--- config.mk ---
export PLATFORM = sky130hd
export DESIGN_NAME = sevenseg_scan_ctrl
export DESIGN_NICKNAME = d
export VERILOG_FILES = /design/src/rtl/sevenseg_scan_ctrl.sv
export SDC_FILE = /design/constraint.sdc
export NUM_CORES = 1
export LEC_CHECK = 0
export BUFFER_PORTS_ARGS = -buffer_cell sky130_fd_sc_hd__buf_2
export CORE_ASPECT_RATIO = 0.7
export CORE_MARGIN = 5
export CORE_UTILIZATION = 45
export CTS_CLUSTER_DIAMETER = 60
export DETAILED_ROUTE_END_ITERATION = 7
export GPL_TIMING_DRIVEN = 0
export PLACE_DENSITY = 0.76
export SYNTH_ARGS = -nofsm -noshare
export SYNTH_HDL_FRONTEND = slang
export SYNTH_SLANG_ARGS = --single-unit
--- constraint.sdc ---
create_clock -name clk -period 5.8 [get_ports clk]
set_input_delay 1.16 -clock clk [delete_from_list [all_inputs] [get_ports clk]]
set_output_delay 1.16 -clock clk [all_outputs]
set_load 0.01 [all_outputs]
--- src/rtl/sevenseg_scan_ctrl.sv ---
// rtl/sevenseg_scan_ctrl.sv - time-multiplexed N-digit seven-segment scan driver
// Frame-synchronous shadow capture, leading-zero suppression, blanking, dp and PWM brightness.
module sevenseg_scan_ctrl #(
    parameter int N_DIGITS   = 8,
    parameter int PRESCALE   = 100000,
    parameter int DUTY_W     = 3,
    parameter int ACTIVE_LOW = 1
) (
    input  logic                  clk,
    input  logic                  rst,
    input  logic [4*N_DIGITS-1:0] digits_i,
    input  logic [N_DIGITS-1:0]   dp_i,
    input  logic [N_DIGITS-1:0]   blank_i,
    input  logic                  lz_en,
    input  logic [DUTY_W-1:0]     bright,
    output logic [N_DIGITS-1:0]   an_1,
    output logic [6:0]            segs_1,
    output logic                  dp_1,
    output logic                  frame_tick
);

    localparam int PW = (PRESCALE > 1) ? $clog2(PRESCALE) : 1;
    localparam int IW = $clog2(N_DIGITS);
    localparam int SLICE = PRESCALE >> DUTY_W;
    localparam logic [PW-1:0] PRE_MAX = PW'(PRESCALE - 1);
    localparam logic [IW-1:0] IDX_MAX = IW'(N_DIGITS - 1);
    localparam logic INV = (ACTIVE_LOW != 0);

    logic [PW-1:0]           pre_cnt;
    logic [IW-1:0]           idx;
    logic [4*N_DIGITS-1:0]   sh_digits;
    logic [N_DIGITS-1:0]     sh_dp;
    logic [N_DIGITS-1:0]     sh_blank;
    logic                    sh_lz;
    logic [DUTY_W-1:0]       sh_bright;

    logic                    frame_start;
    logic [4*N_DIGITS-1:0]   cur_digits;
    logic [N_DIGITS-1:0]     cur_dp;
    logic [N_DIGITS-1:0]     cur_blank;
    logic                    cur_lz;
    logic [DUTY_W-1:0]       cur_bright;

    logic [N_DIGITS-1:0]     sup;
    logic                    zero_run;
    logic [3:0]              sel_val;
    logic                    sel_dark;
    logic                    sel_dp;
    logic                    pwm_on;
    logic [N_DIGITS-1:0]     an_h;
    logic [6:0]              seg_h;
    logic                    dp_h;

    function automatic logic [6:0] hex7(input logic [3:0] v);
        case (v)
            4'h0: hex7 = 7'h3F;
            4'h1: hex7 = 7'h06;
            4'h2: hex7 = 7'h5B;
            4'h3: hex7 = 7'h4F;
            4'h4: hex7 = 7'h66;
            4'h5: hex7 = 7'h6D;
            4'h6: hex7 = 7'h7D;
            4'h7: hex7 = 7'h07;
            4'h8: hex7 = 7'h7F;
            4'h9: hex7 = 7'h6F;
            4'hA: hex7 = 7'h77;
            4'hB: hex7 = 7'h7C;
            4'hC: hex7 = 7'h39;
            4'hD: hex7 = 7'h5E;
            4'hE: hex7 = 7'h79;
            default: hex7 = 7'h71;
        endcase
    endfunction

    assign frame_start = (pre_cnt == '0) && (idx == '0);

    // At frame start the outputs must already show the freshly captured frame,
    // so the capture values bypass the shadow registers for that one cycle.
    always_comb begin
        cur_digits = frame_start ? digits_i : sh_digits;
        cur_dp     = frame_start ? dp_i     : sh_dp;
        cur_blank  = frame_start ? blank_i  : sh_blank;
        cur_lz     = frame_start ? lz_en    : sh_lz;
        cur_bright = frame_start ? bright   : sh_bright;
    end

    always_comb begin
        sup      = '0;
        zero_run = cur_lz;
        for (int k = N_DIGITS - 1; k >= 0; k--) begin
            if (cur_digits[4*k +: 4] != 4'h0) begin
                zero_run = 1'b0;
            end
            sup[k] = zero_run && (k != 0);
        end
    end

    always_comb begin
        sel_val  = 4'h0;
        sel_dark = 1'b0;
        sel_dp   = 1'b0;
        an_h     = '0;
        pwm_on   = (32'(pre_cnt) < (32'(cur_bright) + 32'd1) * 32'(SLICE));
        for (int k = 0; k < N_DIGITS; k++) begin
            if (idx == IW'(k)) begin
                sel_val  = cur_digits[4*k +: 4];
                sel_dark = cur_blank[k] | sup[k];
                sel_dp   = cur_dp[k];
            end
            an_h[k] = pwm_on && (idx == IW'(k));
        end
        seg_h = sel_dark ? 7'h00 : hex7(sel_val);
        dp_h  = pwm_on && !sel_dark && sel_dp;
    end

    always_ff @(posedge clk) begin
        if (rst) begin
            pre_cnt    <= '0;
            idx        <= '0;
            sh_digits  <= '0;
            sh_dp      <= '0;
            sh_blank   <= '0;
            sh_lz      <= 1'b0;
            sh_bright  <= '0;
            an_1       <= {N_DIGITS{INV}};
            segs_1     <= {7{INV}};
            dp_1       <= INV;
            frame_tick <= 1'b0;
        end else begin
            if (frame_start) begin
                sh_digits <= digits_i;
                sh_dp     <= dp_i;
                sh_blank  <= blank_i;
                sh_lz     <= lz_en;
                sh_bright <= bright;
            end
            if (pre_cnt == PRE_MAX) begin
                pre_cnt <= '0;
                idx     <= (idx == IDX_MAX) ? '0 : idx + 1'b1;
            end else begin
                pre_cnt <= pre_cnt + 1'b1;
            end
            an_1       <= an_h ^ {N_DIGITS{INV}};
            segs_1     <= seg_h ^ {7{INV}};
            dp_1       <= dp_h ^ INV;
            frame_tick <= frame_start;
        end
    end

endmodule
==> results of run 1 <==
[worst max-delay path, stage by stage (launching register included)]
cell and delay (ns):
dfxtp_1 0.38, or4_4 0.60, nor2_4 0.16, buf_6 0.16, nand2_4 0.12, mux2i_4 0.24
inv_1 0.12, ha_1 0.28, xnor2_2 0.23, ha_1 0.27, ha_1 0.43, nor2_1 0.07
o21ai_0 0.21, a21oi_1 0.09, o21ai_0 0.21, nand2_1 0.08, mux2_2 0.26, o31a_1 0.13
ha_1 0.30, o211ai_1 0.11, a2111o_1 0.30, a21oi_1 0.12, o21ai_1 0.10, buf_4 0.17
buf_4 0.12, buf_4 0.12, nand3_1 0.06
[per-stage QoR]
| stage | setup slack (ns) | area [um2] | utilization, % | TNS, ns | cells |
|---|---|---|---|---|---|
| after floorplan | 0.331 | 5460 | - | 0 | 648 |
| after global placement | -0.593 | 6000 | 51.0 | -4.70 | 875 |
| after detailed placement | -0.675 | 6000 | 51.0 | -5.47 | 875 |
| after CTS | 0.00337 | 6430 | 54.6 | 0 | 895 |
| after global routing | -0.0538 | 6550 | 55.7 | -0.115 | 899 |
| final | 0.280 | 6550 | 55.7 | 0 | 899 |
[registers in the layout, indices dropped and copies added, names as in the netlist, 3 cells and up]
| register | count |
|---|---|
| sh_bright | 3 |
| pre_cnt | 17 |
| sh_blank | 8 |
| idx | 3 |
| sh_digits | 32 |
| segs_1 | 7 |
| sh_dp | 8 |
| an_1 | 8 |
[synthesized netlist by cell type, types with 8 or more instances]
| cell type | instances | area, um2 |
|---|---|---|
| dfxtp_1 | 89 | 1780 |
| nand2_1 | 85 | 319 |
| a21oi_1 | 49 | 245 |
| nor2_1 | 47 | 176 |
| ha_1 | 44 | 551 |
| nand3_1 | 31 | 155 |
| o21ai_0 | 26 | 130 |
| inv_1 | 23 | 86.3 |
| clkbuf_1 | 19 | 71.3 |
| mux2i_1 | 17 | 170 |
| nor4_1 | 15 | 93.8 |
| xor2_1 | 15 | 131 |
| nor2b_1 | 14 | 87.6 |
| nand4_1 | 11 | 68.8 |
| nor3_1 | 11 | 55.1 |
| o211ai_1 | 10 | 75.1 |
| xnor2_1 | 10 | 87.6 |
| a31oi_1 | 8 | 50.1 |
[kinds of logic (layout without fill, tap and decap cells)]
| family | Yosys count | count (layout) | synth area share (%) |
|---|---|---|---|
| simple gates | 259 | 259 | 24.6 |
| fa+ha+maj | 45 | 45 | 10.3 |
| buf+inv | 57 | 151 | 5.09 |
| flops | 89 | 89 | 32.7 |
| xor+xnor | 26 | 26 | 4.45 |
| compound gates | 148 | 148 | 18.3 |
| mux | 24 | 24 | 4.63 |
[timing repair]
action | CTS | global route
pin swaps | 7 | 8
cloned | 0 | 0
endpoints found under the setup margin | 9 | 9
setup buffers | 6 | 6
hold endpoints to repair | 0 | 0
gates resized for setup | 19 | 17
[layout by cell type, fill, tap and decap left out, drive strengths merged, types with 6 or more instances in the layout]
cell type / Yosys / layout
a2111oi: 6 / 6
a211oi: 9 / 9
a21oi: 49 / 49
a31oi: 8 / 8
and2: 7 / 7
and3: 7 / 7
buf: 15 / 96
clkbuf: 19 / 29
dfxtp: 89 / 89
ha: 44 / 44
inv: 23 / 23
mux2: 7 / 7
mux2i: 17 / 17
nand2: 88 / 88
nand3: 32 / 32
nand4: 11 / 11
nor2: 49 / 49
nor2b: 14 / 14
nor3: 12 / 12
nor4: 16 / 16
o211ai: 10 / 10
o21ai: 26 / 26
o221ai: 6 / 6
xnor2: 10 / 10
xor2: 15 / 15
[path summary, 6_finish.rpt]
path,startpoint,to,cells past startpoint
setup / recovery,pre_cnt[14],dp_1,26
hold reg to reg,pre_cnt[0],pre_cnt[0],1
hold / removal,pre_cnt[0],pre_cnt[0],1
setup reg to reg,pre_cnt[14],dp_1,26
[power groups by stage]
stage	sequential, W	clock (W)	combinational, W
5_1_grt	0.000689	0.000639	0.000595
3_3_place_gp	0.000694	0	0.000462
6_report	0.000685	0.000610	0.000541
3_5_place_dp	0.000697	0	0.000477
2_1_floorplan	0.000694	0	0.000336
4_1_cts	0.000684	0.000613	0.000501
[metal layers]
metal | global-route usage, % | part of all wire, %
met5 | 0 | 0.069
met4 | 5.01 | 1.2
met3 | 6.97 | 9.9
met1 | 33.8 | 47
met2 | 35.1 | 42
[cell type report]
type	count	area (um2)
repair buffers	82	440
fillers	1067	5220
clock buffers	11	233
inverters	23	86.3
well taps	157	196
clock inverters	3	67.6
multi-input cells	502	3550
plain buffers	32	191
flip-flops and latches	89	1790
==> results.sh, run 1 <==
export IMPL_hold_violations=0
export IMPL_syn_inst=648
export IMPL_relSlewSlack_pct=34.2
export IMPL_synthesis_nets=746
export IMPL_combPwrFrac_pct=29.5
export IMPL_worstMarginPinSlew_ns=0.962
export IMPL_cp_start_kind="register"
export IMPL_routedWlPerCell_um=19.4
export IMPL_clock_path_buffers=2
export IMPL_row_count=33
export IMPL_place_detailed_hpwl_um=13300
export IMPL_hold_ws_ns=0.452
export IMPL_cts_hold_buffers=0
export IMPL_drc_errors=0
export IMPL_first_pass_iters=5
export IMPL_endpoint_kind="register"
export IMPL_io_pins=71
export IMPL_routed_wirelength_um=17400
export IMPL_core_um2=11800
export IMPL_dieWidth_um=142
export IMPL_drv_cap=0
export IMPL_critical_path_class="register to register"
export IMPL_grt_antenna_before_repair=1
export IMPL_cts_sinks=89
export IMPL_portBuffers=70
export IMPL_grt_usage_pct=23.5
export IMPL_clockRootBuffer="clkbuf_16"
export IMPL_drt_iter0_markers=579
export IMPL_cts_tree="yes"
export IMPL_p_int_w=0.00126
export IMPL_ys_warn_count=0
export IMPL_finalNetCount=837
export IMPL_ff2ff_setup_slack_ns=0.28
export IMPL_crit_fanout=10
export IMPL_finalPower_w=0.00184
export IMPL_timing_final_crit_share_pct=95.2
export IMPL_syn_to_final_growth_pct=20.1
export IMPL_grt_pass1_wl_um=26700
export IMPL_synth_cell_types=74
export IMPL_drtAntennaViolNets=0
export IMPL_clk_pin_slew_worst_paths_ns=0.06
export IMPL_critical_path_arrival_ns=5.79
export IMPL_hp_class="register to register"
export IMPL_ys_ff_latch=89
export IMPL_synth_top_flop_cell="dfxtp_1"
export IMPL_skew_ns=0.00682
export IMPL_fmax_mhz=181
export IMPL_p_switching_w=0.000575
export IMPL_status="finished, final reports clean"
export IMPL_vias_per_cell=6.03
export IMPL_layout_drive_gt1_share_pct=21.6
export IMPL_diodes=0
export IMPL_die_h_um=102
export IMPL_p_seq_share_pct=37.3
export IMPL_p_per_area_nw_per_um2=280
export IMPL_required_ns=6.07
export IMPL_p_leak_nw=2.73
export IMPL_htree_levels=3
export IMPL_syn_avg_cell_area_um2=8.42
export IMPL_ys_seq_area_share_pct=32.7
export IMPL_grt_max_degree=14
export IMPL_initial_utilization_pct=46.4
export IMPL_syn_area_um2=5460
export IMPL_vias=5419
export IMPL_clk_latency_ns=0.34
export IMPL_async_flop_share_pct=0
export IMPL_setup_viol=0
export IMPL_dieArea_um2=14500
export IMPL_gp_congestion=0.935
export IMPL_drv_slew=0
export IMPL_synth_edf_count=0
export IMPL_p_sw_share_pct=31.3
export IMPL_cts_buffers=9
export IMPL_grt_overflow=0
export IMPL_p_clk_share_pct=33.2
export IMPL_grt_pass1_vias=5084
export IMPL_ir_drop_mv=0.155
export IMPL_period_minus_slack_ns=5.52
Power figures use the tool's default switching activity.
==> run 2: changes to the inputs <==
- ABC_AREA: unset -> 1
- SLEW_MARGIN: unset -> 25
==> run 2 against run 1 <==
  * Non-clock buffer count down 18
  * Sequential power down 1%
  * Synthesized cell count up 22%
  * Global-route usage down 3.3 points
  * Combinational power up 11%
  * Wire length down 16%
  * Critical path depth up 4
  * Clock power up 10%
==> results.sh, run 2 <==
export IMPL_endpoint_kind="register"
export IMPL_p_per_area_nw_per_um2=301
export IMPL_gp_congestion=0.909
export IMPL_place_detailed_hpwl_um=11000
export IMPL_finalSetupTns_ns=0
export IMPL_row_count=33
export IMPL_vias_per_cell=5.07
export IMPL_cp_start_kind="register"
export IMPL_io_pins=71
export IMPL_drv_cap=0
export IMPL_vias=5287
export IMPL_cts_hold_buffers=0
export IMPL_synthesis_nets=889
export IMPL_yosysMostFrequentCell="nand2_1"
export IMPL_yosys_top_cells_area="dfxtp_1 33%, nand2_1 14%, ha_1 10%"
export IMPL_layout_drive_gt1_share_pct=17.4
export IMPL_final_cells=1042
export IMPL_status="finished, final reports clean"
export IMPL_die_h_um=102
export IMPL_grt_pass1_wl_um=23600
export IMPL_synth_commonest_cells="198 x nand2_1, 115 x inv_1, 91 x nor2_1, 89 x dfxtp_1, 46 x a21oi_1"
export IMPL_cts_sinks=89
export IMPL_worstMarginPinSlew_ns=0.899
export IMPL_first_pass_iters=6
export IMPL_finalPower_w=0.00195
export IMPL_worst_path_largest_cell_delay_ns=0.34
export IMPL_htree_levels=3
export IMPL_synth_cell_types=46
export IMPL_grt_antenna_before_repair=0
export IMPL_syn_inst=791
export IMPL_fmax_mhz=185
export IMPL_grt_usage_pct=20.2
export IMPL_hold_violations=0
export IMPL_cts_tree="yes"
export IMPL_final_util_pct=54.8
export IMPL_relSlewSlack_pct=39.4
export IMPL_syn_to_final_growth_pct=18.5
export IMPL_drt_iter0_markers=420
export IMPL_async_flop_share_pct=0
export IMPL_p_leak_nw=3.19
export IMPL_setup_viol=0
export IMPL_routedWlPerCell_um=14.0
export IMPL_most_common_layout_cells="197 x nand2_1, 114 x inv_1, 89 x nor2_1, 89 x dfxtp_1, 72 x buf_2"
export IMPL_required_ns=5.99
export IMPL_grt_pass1_vias=4868
export IMPL_syn_area_um2=5460
export IMPL_drtAntennaViolNets=0
export IMPL_clock_path_buffers=2
export IMPL_grt_max_degree=16
export IMPL_finalNetCount=977
export IMPL_critical_path_class="register to register"
export IMPL_timing_final_crit_share_pct=93.3
export IMPL_initial_utilization_pct=46.3
export IMPL_largest_reg_flops=32
export IMPL_skew_ns=0.00542
export IMPL_syn_avg_cell_area_um2=6.91
export IMPL_pre_cts_ws_ns=0.0383
export IMPL_ys_seq_area_share_pct=32.6
export IMPL_top_register="sh_digits"
export IMPL_synth_edf_count=0
export IMPL_worst_slack_ns=0.389
export IMPL_fillers=1139
export IMPL_crit_fanout=8
export IMPL_clk_pin_slew_worst_paths_ns=0.07
export IMPL_grt_overflow=0
export IMPL_dp_cells=1018
export IMPL_synth_top_area_share_pct=32.6
export IMPL_multi_input_area_um2=3170
export IMPL_dieArea_um2=14500
export IMPL_period_minus_slack_ns=5.41
export IMPL_clockRootBuffer="clkbuf_16"
export IMPL_cpMostUsedCell="nand2_1"
export IMPL_synth_area_leader_cell="dfxtp_1"
export IMPL_routed_wirelength_um=14600
export IMPL_drc_errors=0
export IMPL_dieWidth_um=142
export IMPL_cts_buffers=9
export IMPL_cpMaxStageDelayCell="dfxtp_1"
export IMPL_ys_warn_count=0
export IMPL_synth_top_flop_cell="dfxtp_1"
export IMPL_seq_area_um2=1780
export IMPL_portBuffers=70
export IMPL_final_common_cell="nand2_1"
export IMPL_drv_slew=0
export IMPL_clk_latency_ns=0.34
export IMPL_ir_drop_mv=0.174
export IMPL_ys_ff_latch=89
export IMPL_largestRegisters="sh_digits (32), pre_cnt (17)"
export IMPL_core_um2=11800
export IMPL_hp_class="register to register"
export IMPL_critical_path_arrival_ns=5.60
==> run 2: critical path, delay by kind of cell (launching register included) <==
kind / cells / cell delay (ns)
buf+inv: 5 / 0.54
compound gates: 4 / 0.76
flops: 1 / 0.34
xor+xnor: 1 / 0.15
simple gates: 14 / 1.71
fa+ha+maj: 6 / 1.73
==> run 2: per-stage QoR <==
step	hold slack (ns)	area, um2
finish	0.474	6480
global route	0.498	6470
CTS	0.467	6350
detailed placement	0.444	6010
global placement	0.440	6010
floorplan	0.417	5460
==> run 2: report_power, final <==
part	internal, W	switching [W]
logic	0.000227	0.000373
registers	0.000663	0.0000134
clock network	0.000424	0.000250
==> run 2: area by class of cell <==
cell class,instances,area share (%)
multi-input combinational,562,48.9
sequential,89,27.5
inverter,121,7.13
timing repair buffer,77,6.22
clock buffer,10,3.54
tap,157,3.03
buffer,19,1.84
clock inverter,6,1.78
antenna,1,0.0386
==> run 2: repair_timing <==
item | 4_1_cts | 5_1_grt
gates resized for setup | 0 | 17
setup buffers | 0 | 7
endpoints found under the setup margin | 0 | 9
==> run 2: worst paths after layout <==
| kind | depth (start not counted) | to | from | slack (ns) |
|---|---|---|---|---|
| max | 30 | an_1[0] | idx[0] | 0.39 |
| min | 1 | pre_cnt[0] | pre_cnt[0] | 0.47 |
| max reg2reg | 30 | an_1[0] | idx[0] | 0.39 |
| min reg2reg | 1 | pre_cnt[0] | pre_cnt[0] | 0.47 |
==> run 2: metal layers <==
layer	vias up	wire, um	GRT usage [%]
met5	-	0	0
met4	0	123	3.91
met3	14	1380	4.44
met2	213	5950	29.7
met1	2366	7160	30.4
li1	2694	-	-
==> run 2: kinds of logic (layout without fill, tap and decap cells) <==
group / count (synthesis) / after routing / share of synthesized area (%)
fa+ha+maj: 44 / 44 / 10.1
simple gates: 393 / 393 / 31.6
flops: 89 / 89 / 32.6
buf+inv: 140 / 233 / 10.4
compound gates: 107 / 107 / 11.7
xor+xnor: 9 / 9 / 1.85
mux: 9 / 9 / 1.88
other cells: 0 / 1 / 0
==> run 3: changes to the inputs <==
- clock period: 5.8 -> 4.6 ns (I/O delays scaled with it)
==> run 3 against run 2 <==
  * The run now ends with setup timing left
  * Non-clock buffer count increased by 41
  * Clock skew up 0.0031 ns
  * Clock-buffer cell count is 2 higher
  * Register-to-register slack got worse by 0.48 ns
  * Worst hold slack lost 0.039 ns
  * Sequential power up 26%
  * First-iteration DRC count grew 25%
  * Cell count up 3.7%
  * Cell area up 8.5%
==> results.sh, run 3 (same netlist as run 2, synthesis figures left out) <==
export IMPL_status="complete, but fails checks"
export IMPL_violations="setup timing"
export IMPL_grt_overflow=0
export IMPL_pre_cts_ws_ns=-0.946
export IMPL_drv_slew=0
export IMPL_grt_max_degree=14
export IMPL_cts_tree="yes"
export IMPL_finalPower_w=0.00249
export IMPL_grt_pass1_vias=4853
export IMPL_critical_path_class="register to register"
export IMPL_fillers=1012
export IMPL_die_h_um=102
export IMPL_drtAntennaViolNets=0
export IMPL_htree_levels=3
export IMPL_initial_utilization_pct=46.3
export IMPL_dieArea_um2=14500
export IMPL_top_register="sh_digits"
export IMPL_cts_sinks=89
export IMPL_required_ns=4.78
export IMPL_dieWidth_um=142
export IMPL_clock_path_buffers=2
export IMPL_vias_per_cell=5.10
export IMPL_place_detailed_hpwl_um=10700
export IMPL_clk_latency_ns=0.34
export IMPL_cts_buffers=9
export IMPL_largestRegisters="sh_digits (32), pre_cnt (17)"
export IMPL_p_per_area_nw_per_um2=354
export IMPL_final_common_cell="nand2_1"
export IMPL_ir_drop_mv=0.212
export IMPL_clk_pin_slew_worst_paths_ns=0.06
export IMPL_largest_reg_flops=32
export IMPL_worst_slack_ns=-0.0907
export IMPL_grt_pass1_wl_um=23900
export IMPL_p_int_w=0.00164
export IMPL_crit_fanout=3
export IMPL_p_clk_share_pct=26.5
export IMPL_p_seq_share_pct=34.3
export IMPL_p_switching_w=0.000848
export IMPL_drv_cap=0
export IMPL_row_count=33
export IMPL_io_pins=71
export IMPL_most_common_layout_cells="192 x nand2_1, 104 x inv_1, 86 x nor2_1"
export IMPL_layout_drive_gt1_share_pct=26.0
export IMPL_cp_start_kind="register"
export IMPL_setup_viol=9
export IMPL_hold_violations=0
export IMPL_r2r_start="pre_cnt[1]"
export IMPL_worstMarginPinSlew_ns=0.849
export IMPL_worstSetupStartpoint="pre_cnt[1]"
export IMPL_portBuffers=70
export IMPL_p_leak_nw=3.38
export IMPL_grt_usage_pct=20.7
export IMPL_grt_antenna_before_repair=0
export IMPL_combPwrFrac_pct=39.2
export IMPL_routed_wirelength_um=15300
export IMPL_drc_errors=0
export IMPL_critical_path_arrival_ns=4.87
export IMPL_fmax_mhz=213
export IMPL_diodes=0
export IMPL_period_minus_slack_ns=4.69
export IMPL_worstHoldStart="pre_cnt[0]"
export IMPL_relSlewSlack_pct=42.8
export IMPL_endpoint_kind="register"
export IMPL_syn_to_final_growth_pct=28.6
export IMPL_timing_final_crit_share_pct=102
export IMPL_core_um2=11800
export IMPL_skew_ns=0.00852
export IMPL_hp_class="register to register"
export IMPL_rsz0062_at_grt="true"
export IMPL_drt_iter0_markers=526
export IMPL_routedWlPerCell_um=14.1
export IMPL_first_pass_iters=7
export IMPL_clockRootBuffer="clkbuf_16"
export IMPL_cpMaxStageDelayCell="dfxtp_1"
export IMPL_finalNetCount=1018
export IMPL_vias=5510
export IMPL_gp_congestion=0.912
export IMPL_p_sw_share_pct=34.1
export IMPL_worst_path_largest_cell_delay_ns=0.32
export IMPL_final_util_pct=59.5
-- run 3: cell count changes in the layout (fill, tap and decap cells not counted), moves of 5 or more --
cell | before | now
dfxtp_1 | 89 | 84
dfxtp_2 | 0 | 5
nand2_1 | 197 | 192
nand3_1 | 43 | 34
nand2_2 | 5 | 10
inv_1 | 114 | 104
buf_4 | 7 | 44
ha_1 | 42 | 31
nand3_2 | 2 | 9
inv_2 | 4 | 13
ha_4 | 1 | 11
-- run 3: layout make-up --
type,count,area (um2),share of cell area (%)
multi-input combinational,562,3450,49.1
inverter,121,464,6.61
clock buffer,12,246,3.51
buffer,19,126,1.80
timing repair buffer,118,734,10.5
clock inverter,3,17.5,0.249
tap,157,196,2.80
sequential,89,1790,25.4
-- run 3: timing repair --
item                                    in CTS  in global routing
endpoints found under the setup margin       9                  9
pin swaps                                   22                 24
hold buffers                                 0                  0
buffers inserted                            35                 13
gates resized for setup                     42                 37
-- run 3: worst paths after layout --
| check | endpoint | slack [ns] | cells past startpoint |
|---|---|---|---|
| max reg2reg | dp_1 | -0.09 | 30 |
| max | dp_1 | -0.09 | 30 |
| min reg2reg | pre_cnt[0] | 0.43 | 1 |
| min | pre_cnt[0] | 0.43 | 1 |
-- run 3: power groups by stage --
stage | Sequential [W] | Combinational [W] | Clock [W]
CTS | 0.000853 | 0.000854 | 0.000669
floorplan | 0.000874 | 0.000529 | 0
global placement | 0.000868 | 0.000699 | 0
global route | 0.000858 | 0.00108 | 0.000704
finish | 0.000853 | 0.000977 | 0.000658
detailed placement | 0.000870 | 0.000710 | 0
-- run 3: worst max-delay path: cells and delay by family (launching register included) --
| kind | cells | cell delay, ns |
|---|---|---|
| and+or+nand+nor | 16 | 1.88 |
| adders and majority gates | 5 | 1.21 |
| buffers and inverters | 4 | 0.35 |
| DFF | 1 | 0.32 |
| xor gates and xnor gates | 1 | 0.14 |
| AOI/OAI and AO/OA | 4 | 0.63 |
-- run 3: per-stage QoR --
stage / TNS, ns / cells / hold WS (ns) / instance area (um2)
6_report: -0.729 / 1081 / 0.434 / 7030
5_1_grt: -2.53 / 1081 / 0.448 / 7030
4_1_cts: -1.58 / 1068 / 0.471 / 6760
3_5_place_dp: -8.45 / 1018 / 0.446 / 6020
3_3_place_gp: -8.39 / 1018 / 0.440 / 6020
2_1_floorplan: 0 / 791 / 0.417 / 5480
-- run 3: layer usage --
layer	wire, um	track usage, %
met5	0	0
met3	1370	5.05
met1	7340	31.1
met4	206	3.98
met2	6340	30.0
